===== src/rtl/lcd_pkg.sv =====
// Shared types and constants for the LCD line/frame timing generator.
package lcd_pkg;

  localparam int unsigned PIX_PER_PPL = 16;
  localparam int unsigned PH_W        = 11;  // horizontal phase counter width
  localparam int unsigned LN_W        = 10;  // vertical line counter width

  typedef enum logic [2:0] {H_IDLE, H_SYNC, H_BP, H_ACT, H_FP} h_state_e;
  typedef enum logic [1:0] {V_SYNC, V_BP, V_ACT, V_FP} v_state_e;

  typedef struct packed {
    logic [7:0] hsw;
    logic [7:0] hbp;
    logic [7:0] hfp;
    logic [5:0] ppl;
    logic [5:0] vsw;
    logic [7:0] vbp;
    logic [7:0] vfp;
    logic [9:0] lpp;
    logic       ihs;
    logic       ivs;
    logic       ioe;
  } timing_t;

  // Reload value for H_ACT: 16*(ppl+1)-1, at most 1023.
  function automatic logic [PH_W-1:0] act_len_m1(input logic [5:0] ppl);
    logic [PH_W-1:0] n;
    n = PH_W'(PIX_PER_PPL) * (PH_W'(ppl) + PH_W'(1));
    return n - PH_W'(1);
  endfunction

endpackage


===== src/rtl/lcd_phase_cnt.sv =====
// Loadable down-counter with decrement enable and zero flag; one per timing axis.
module lcd_phase_cnt #(
  parameter int unsigned W = 11
) (
  input  logic         clk,
  input  logic         rst_n,
  input  logic         clr,
  input  logic         load,
  input  logic [W-1:0] load_val,
  input  logic         dec,
  output logic         zero
);

  logic [W-1:0] cnt_q;

  always_ff @(posedge clk or negedge rst_n) begin
    if (!rst_n) begin
      cnt_q <= '0;
    end else if (clr) begin
      cnt_q <= '0;
    end else if (load) begin
      cnt_q <= load_val;
    end else if (dec && (cnt_q != '0)) begin
      cnt_q <= cnt_q - W'(1);
    end
  end

  assign zero = (cnt_q == '0);

endmodule


===== src/rtl/lcd_timing_gen.sv =====
// LCD line/frame timing generator: horizontal/vertical phase FSMs, shadowed timing,
// registered sync/enable outputs and active-area pixel requests.
module lcd_timing_gen
  import lcd_pkg::*;
#(
  parameter int unsigned XW = 10,
  parameter int unsigned YW = 10
) (
  input  logic          HCLK,
  input  logic          HRESETn,
  input  logic          lcd_en,
  input  logic          pix_en,
  input  logic [7:0]    hsw,
  input  logic [7:0]    hbp,
  input  logic [7:0]    hfp,
  input  logic [5:0]    ppl,
  input  logic [5:0]    vsw,
  input  logic [7:0]    vbp,
  input  logic [7:0]    vfp,
  input  logic [9:0]    lpp,
  input  logic          ihs,
  input  logic          ivs,
  input  logic          ioe,
  output logic          LCDLP,
  output logic          LCDFP,
  output logic          LCDENA,
  output logic          pix_req,
  output logic [XW-1:0] pix_x,
  output logic [YW-1:0] pix_y,
  output logic          frame_done
);

  timing_t   sh_q, sh_in, tim;
  h_state_e  h_q, h_d;
  v_state_e  v_q, v_d;
  logic      step, start, eol, fdone, act;
  logic      h_zero, h_load, h_dec, v_zero, v_load, v_dec;
  logic [PH_W-1:0] h_val;
  logic [LN_W-1:0] v_val;
  logic [XW-1:0]   col_q, pix_x_q;
  logic [YW-1:0]   pix_y_q;
  logic      lp_q, fp_q, ena_q, req_q, fd_q;

  assign sh_in = {hsw, hbp, hfp, ppl, vsw, vbp, vfp, lpp, ihs, ivs, ioe};

  always_comb begin
    step  = lcd_en && pix_en;
    start = step && (h_q == H_IDLE);
    eol   = step && (h_q == H_FP) && h_zero;
    fdone = eol && (v_q == V_FP) && v_zero;
    act   = step && (h_q == H_ACT) && (v_q == V_ACT);
    // Phases entered on a capture cycle already use the newly captured timing.
    tim   = (start || fdone) ? sh_in : sh_q;

    h_d    = h_q;
    h_load = 1'b0;
    h_dec  = 1'b0;
    h_val  = '0;
    if (!lcd_en) begin
      h_d = H_IDLE;
    end else if (step) begin
      if ((h_q == H_IDLE) || h_zero) begin
        h_load = 1'b1;
        case (h_q)
          H_SYNC: begin h_d = H_BP;   h_val = PH_W'(tim.hbp);     end
          H_BP:   begin h_d = H_ACT;  h_val = act_len_m1(tim.ppl); end
          H_ACT:  begin h_d = H_FP;   h_val = PH_W'(tim.hfp);     end
          default: begin h_d = H_SYNC; h_val = PH_W'(tim.hsw);    end
        endcase
      end else begin
        h_dec = 1'b1;
      end
    end

    v_d    = v_q;
    v_load = 1'b0;
    v_dec  = 1'b0;
    v_val  = '0;
    if (!lcd_en) begin
      v_d = V_SYNC;
    end else if (start) begin
      v_d    = V_SYNC;
      v_load = 1'b1;
      v_val  = LN_W'(tim.vsw);
    end else if (eol) begin
      if (v_zero) begin
        v_load = 1'b1;
        case (v_q)
          V_SYNC: begin v_d = V_BP;   v_val = LN_W'(tim.vbp); end
          V_BP:   begin v_d = V_ACT;  v_val = LN_W'(tim.lpp); end
          V_ACT:  begin v_d = V_FP;   v_val = LN_W'(tim.vfp); end
          default: begin v_d = V_SYNC; v_val = LN_W'(tim.vsw); end
        endcase
      end else begin
        v_dec = 1'b1;
      end
    end
  end

  lcd_phase_cnt #(.W(PH_W)) u_h_cnt (
    .clk      (HCLK),
    .rst_n    (HRESETn),
    .clr      (!lcd_en),
    .load     (h_load),
    .load_val (h_val),
    .dec      (h_dec),
    .zero     (h_zero)
  );

  lcd_phase_cnt #(.W(LN_W)) u_v_cnt (
    .clk      (HCLK),
    .rst_n    (HRESETn),
    .clr      (!lcd_en),
    .load     (v_load),
    .load_val (v_val),
    .dec      (v_dec),
    .zero     (v_zero)
  );

  always_ff @(posedge HCLK or negedge HRESETn) begin
    if (!HRESETn) begin
      h_q     <= H_IDLE;
      v_q     <= V_SYNC;
      sh_q    <= '0;
      lp_q    <= 1'b0;
      fp_q    <= 1'b0;
      ena_q   <= 1'b0;
      req_q   <= 1'b0;
      fd_q    <= 1'b0;
      col_q   <= '0;
      pix_x_q <= '0;
      pix_y_q <= '0;
    end else begin
      h_q   <= h_d;
      v_q   <= v_d;
      sh_q  <= tim;
      lp_q  <= (h_d == H_SYNC) ^ tim.ihs;
      fp_q  <= ((h_d != H_IDLE) && (v_d == V_SYNC)) ^ tim.ivs;
      ena_q <= ((h_d == H_ACT) && (v_d == V_ACT)) ^ tim.ioe;
      req_q <= act;
      fd_q  <= fdone;
      if (!lcd_en) begin
        col_q   <= '0;
        pix_x_q <= '0;
        pix_y_q <= '0;
      end else begin
        if (act) begin
          pix_x_q <= col_q;
          col_q   <= col_q + XW'(1);
        end
        if (eol) col_q <= '0;
        if (eol && (v_q == V_ACT)) pix_y_q <= pix_y_q + YW'(1);
        if (fdone) pix_y_q <= '0;
      end
    end
  end

  assign LCDLP      = lp_q;
  assign LCDFP      = fp_q;
  assign LCDENA     = ena_q;
  assign pix_req    = req_q;
  assign pix_x      = pix_x_q;
  assign pix_y      = pix_y_q;
  assign frame_done = fd_q;

endmodule


===== config.mk =====
export PLATFORM = sky130hd
export DESIGN_NAME = lcd_timing_gen
export DESIGN_NICKNAME = d
export VERILOG_FILES = /design/src/rtl/lcd_pkg.sv /design/src/rtl/lcd_phase_cnt.sv /design/src/rtl/lcd_timing_gen.sv
export SDC_FILE = /design/constraint.sdc
export NUM_CORES = 1
export LEC_CHECK = 0
export CORE_UTILIZATION = 45
export DETAILED_ROUTE_END_ITERATION = 8
export GPL_ROUTABILITY_DRIVEN = 1
export PLACE_DENSITY = 0.71
export SYNTH_ARGS = -nofsm -noshare
export SYNTH_HDL_FRONTEND = slang
export SYNTH_SLANG_ARGS = --single-unit

===== constraint.sdc =====
create_clock -name HCLK -period 3.15 [get_ports HCLK]
set_input_delay 0.4725 -clock HCLK [delete_from_list [all_inputs] [get_ports HCLK]]
set_output_delay 0.4725 -clock HCLK [all_outputs]
set_load 0.02 [all_outputs]

==> results.txt <==
----------------------------------------------------
[STA]
  Worst Tran Pin Value ... between 0.7 and 0.8 ns
  Number of hold violations in the final report ... 0
  Maximum frequency from static timing analysis ... 326.1 MHz
  Fin crit share ... between 90% and 100%
  Worst relative slew slack ... just under 50%
  Max-slew violations ... 0
  Final setup vio count ... 0
  Worst clock skew ... around 0.011 ns
  Final critical path time including I/O delays and setup ... between 3 and 4 ns

[Power]
  Switching fraction of total power ... between 20 and 30%
  Sequential Power Share ... 37.8%
  Fraction of power consumed by combinational cells ... 22.4%
  Power Internal ... between 0.003 and 0.004 W
  Clock group share of total power ... 39.7%
  Power density normalized to cell area ... about 600 nW/um^2
  Peak ir drop on the vdd network ... 376.1 uV
  Sw Pwr ... approximately 0.0015 W
  Static Leakage ... approximately 3.6 nW

[Routing]
  Top routing layer in use ... met4
  DR DRC count ... 0
  Total routed wirelength ... approximately 18 mm
  Number of nets with antenna violations after routing ... 0
  Routed wire per std cell ... around 19 um
  Met2 Wirelength ... 8.229 mm
  Number of vias in the routed layout ... approximately 5,500
  Per-cell via count in the routed design ... a little under 6
  DRT iter0 DRCs ... 435
  DR WL met3 ... around 1.4 mm
  Detailed-routing iteration count for the pre-antenna-repair pass ... 8
  Routed metal-1 wirelength ... ~8 mm

[Final layout]
  Nets ... approximately 840
  Finished layout cell area ... 8608 sq um
  Share of the core filled with cells ... roughly 62%
  Area added between synthesis and finish ... 32.08%
  Final antenna diode count ... 0
  Layout filler cell count ... 1,185
  Fraction of final layout cells sized beyond drive strength 1 ... between 10% and 20%

[CTS]
  Clk buf depth ... 2
  Max H-tree Level ... 4
  Later-pin clock latency in the skew report ... approximately 0.42 ns
  Cts hold-fix bufs ... 0
  Clock net sink count ... approximately 130
  CTS tree ... built
  Clock-pin slew on the worst setup and hold paths ... about 0.060 ns
  Number of buffers inserted during clock tree synthesis ... 17
  Clk root buf ... clkbuf_16

[Global route]
  First-pass GRT wire length ... 27.32 mm
  Pin count of the biggest net entering global routing ... 55
  Antenna violations before repair ... 0
  Via count of the first global-routing pass ... ~5,300
  GR Util All Layers ... between 20% and 30%
  Remaining Overflow, GRT ... 0

[Setup path]
  Data arrival time of the critical path ... about 3.4 ns
  Worst setup path start ... u_h_cnt.cnt_q[0]
  Biggest fanout along the worst timing path ... 6
  RR Startpoint ... u_h_cnt.cnt_q[0]
  Critical Path End Type ... register
  Worst Path Class, Setup ... register to register
  Required time of the critical path ... 3.46 ns
  Category of the worst setup path launch point ... register

[Die]
  Chip height ... roughly 120 um
  Core area ... around 14,000 sq um
  Number of top-level pins ... 94
  Width of the die ... ~120 um
  Starting Density ... a little under half
  Row Count ... 43
  Overall die area ... 14,970 sq um

[Job]
  Number of max-cap violations ... 0

[Synth]
  Synthesized netlist cell count ... 624
  Post-synthesis net count ... 706
  Number of flops mapped to enable cells by yosys ... 0
  Average cell area after synthesis ... approximately 10 sq um
  Sequential cell area fraction in the yosys report ... a little under 50%
  Synth area leader ... dfrtp_1
  Async set or reset register ratio after synthesis ... 100.0%
  Number of storage elements in the synthesis netlist ... roughly 130
  Share of the synthesized area in the top cell type ... just under 50%
  Post-synthesis cell type count ... 75
  Synthesis Warnings ... 0
  Top FF cell, synth ... dfrtp_1
  Biggest area contributors in the synthesized netlist ... dfrtp_1 (48%), mux2_2 (8.5%), nand2_1 (3.7%)
  Netlist Area Pre-Place ... 6518 sq um

[Placed design]
  RD Place Congestion ... ~0.9
  Port Buffer Count ... 93
  HPWL after detailed placement ... 12.35 mm
  Post-place instance area ... around 7800 sq um

[Hold path]
  Hold/Removal Path Class ... primary input to asynchronous set/reset pin

[Outcome]
  Result of the run ... finished clean

----------------------------------------------------
-- power by group through the flow --
stage / clock network [W] / logic (W) / registers (W)
4_1_cts: 0.00210 / 0.00111 / 0.00197
3_3_place_gp: 0 / 0.00108 / 0.00198
2_1_floorplan: 0 / 0.000700 / 0.00198
6_report: 0.00207 / 0.00117 / 0.00197
3_5_place_dp: 0 / 0.00110 / 0.00200
5_1_grt: 0.00217 / 0.00128 / 0.00200
-- logic make-up after synthesis --
kind of cell / count (synthesis) / synth area share (%)
adders and majority gates: 13 / 2.496
buffers and inverters: 41 / 2.995
xor gates and xnor gates: 25 / 3.475
muxes: 73 / 12.40
DFF: 126 / 48.38
AOI/OAI and AO/OA: 133 / 13.27
and+or+nand+nor: 213 / 16.99
-- repair_timing --
item,CTS,global route
gates resized for setup,0,10
endpoints found under the setup margin,0,8
setup buffers,0,9
-- layout make-up --
type,count,area [sq um],share of cell area [%]
multi-input combinational,457,3196,37.12
timing repair buffer,139,1346,15.64
sequential,126,3153,36.63
tap,180,225.2,2.616
clock buffer,19,452.9,5.262
clock inverter,13,175.2,2.035
inverter,16,60.06,0.6977
-- through the flow --
step / setup slack, ns / total power (W) / cells / setup TNS, ns / hold slack, ns
4_1_cts: 0.04454 / 0.005180 / 939 / 0 / 0.1247
3_5_place_dp: -0.1545 / 0.003098 / 907 / -0.8548 / 0.4754
2_1_floorplan: 0.01829 / 0.002677 / 624 / 0 / 0.1769
3_3_place_gp: -0.05523 / 0.003063 / 907 / -0.1230 / 0.4693
5_1_grt: -0.09079 / 0.005446 / 950 / -0.1177 / 0.1548
6_report: 0.08346 / 0.005217 / 950 / 0 / 0.09743
-- synthesized netlist by cell type (all sizes together) (3+ instances only) --
library cell,count
dfrtp,126
nand2,64
mux2,62
nor2,47
o21ai,42
a21oi,36
nand3,22
clkbuf,16
inv,15
nor3,14
ha,13
xnor2,13
xor2,12
mux2i,11
or3,11
and2,10
nand4,10
buf,9
a22oi,7
a222oi,6
nand2b,6
nor4,6
and3,5
o2bb2ai,5
nor4b,4
a21boi,3
a31oi,3
nor2b,3
o211ai,3
o221ai,3
-- layer usage --
layer  global-route usage (%)  vias up
met2                    36.41      241
met5                        0        -
met4                    7.470        0
met3                    5.623       19
met1                    34.03     2701
li1                         -     2518
-- placed cells by master (no fill, tap or decap), types with 13 or more instances in the layout --
master,Yosys,layout
buf_4,1,42
a21oi_1,36,36
mux2_2,49,49
nand2_1,64,64
clkdlybuf4s50_1,0,92
o21ai_0,36,36
nor2_1,47,47
clkbuf_16,0,19
nand3_1,22,22
dfrtp_1,126,126
mux2_1,13,13
-- state kept, by name, indices dropped and copies added, names as in the netlist, 2 cells and up --
register,count
col_q,10
h_q,3
v_q,2
sh_q,65
u_h_cnt.cnt_q,11
u_v_cnt.cnt_q,10
pix_x,10
pix_y,10
-- worst max-delay path: stages (launching register included) --
cell	delay, ns
dfrtp_1	0.43
inv_2	0.09
ha_2	0.17
nor4b_4	0.31
nand4_2	0.20
o21ai_4	0.20
buf_12	0.15
mux2_1	0.35
ha_2	0.28
or3b_4	0.40
nand2b_1	0.15
o311ai_1	0.23
-- final timing paths --
check / endpoint / slack [ns] / cells past startpoint
worst max-delay path: u_h_cnt.cnt_q[9] / 0.08 / 11
worst min-delay path: sh_q[21] / 0.1 / 1
worst max register to register: u_h_cnt.cnt_q[9] / 0.08 / 11
worst min register to register: sh_q[58] / 0.49 / 1
max in group asynchronous: pix_x[3] / 2.27 / 2
min in group HCLK: sh_q[58] / 0.49 / 1
No activity file was read; power rests on OpenSTA's default activity.
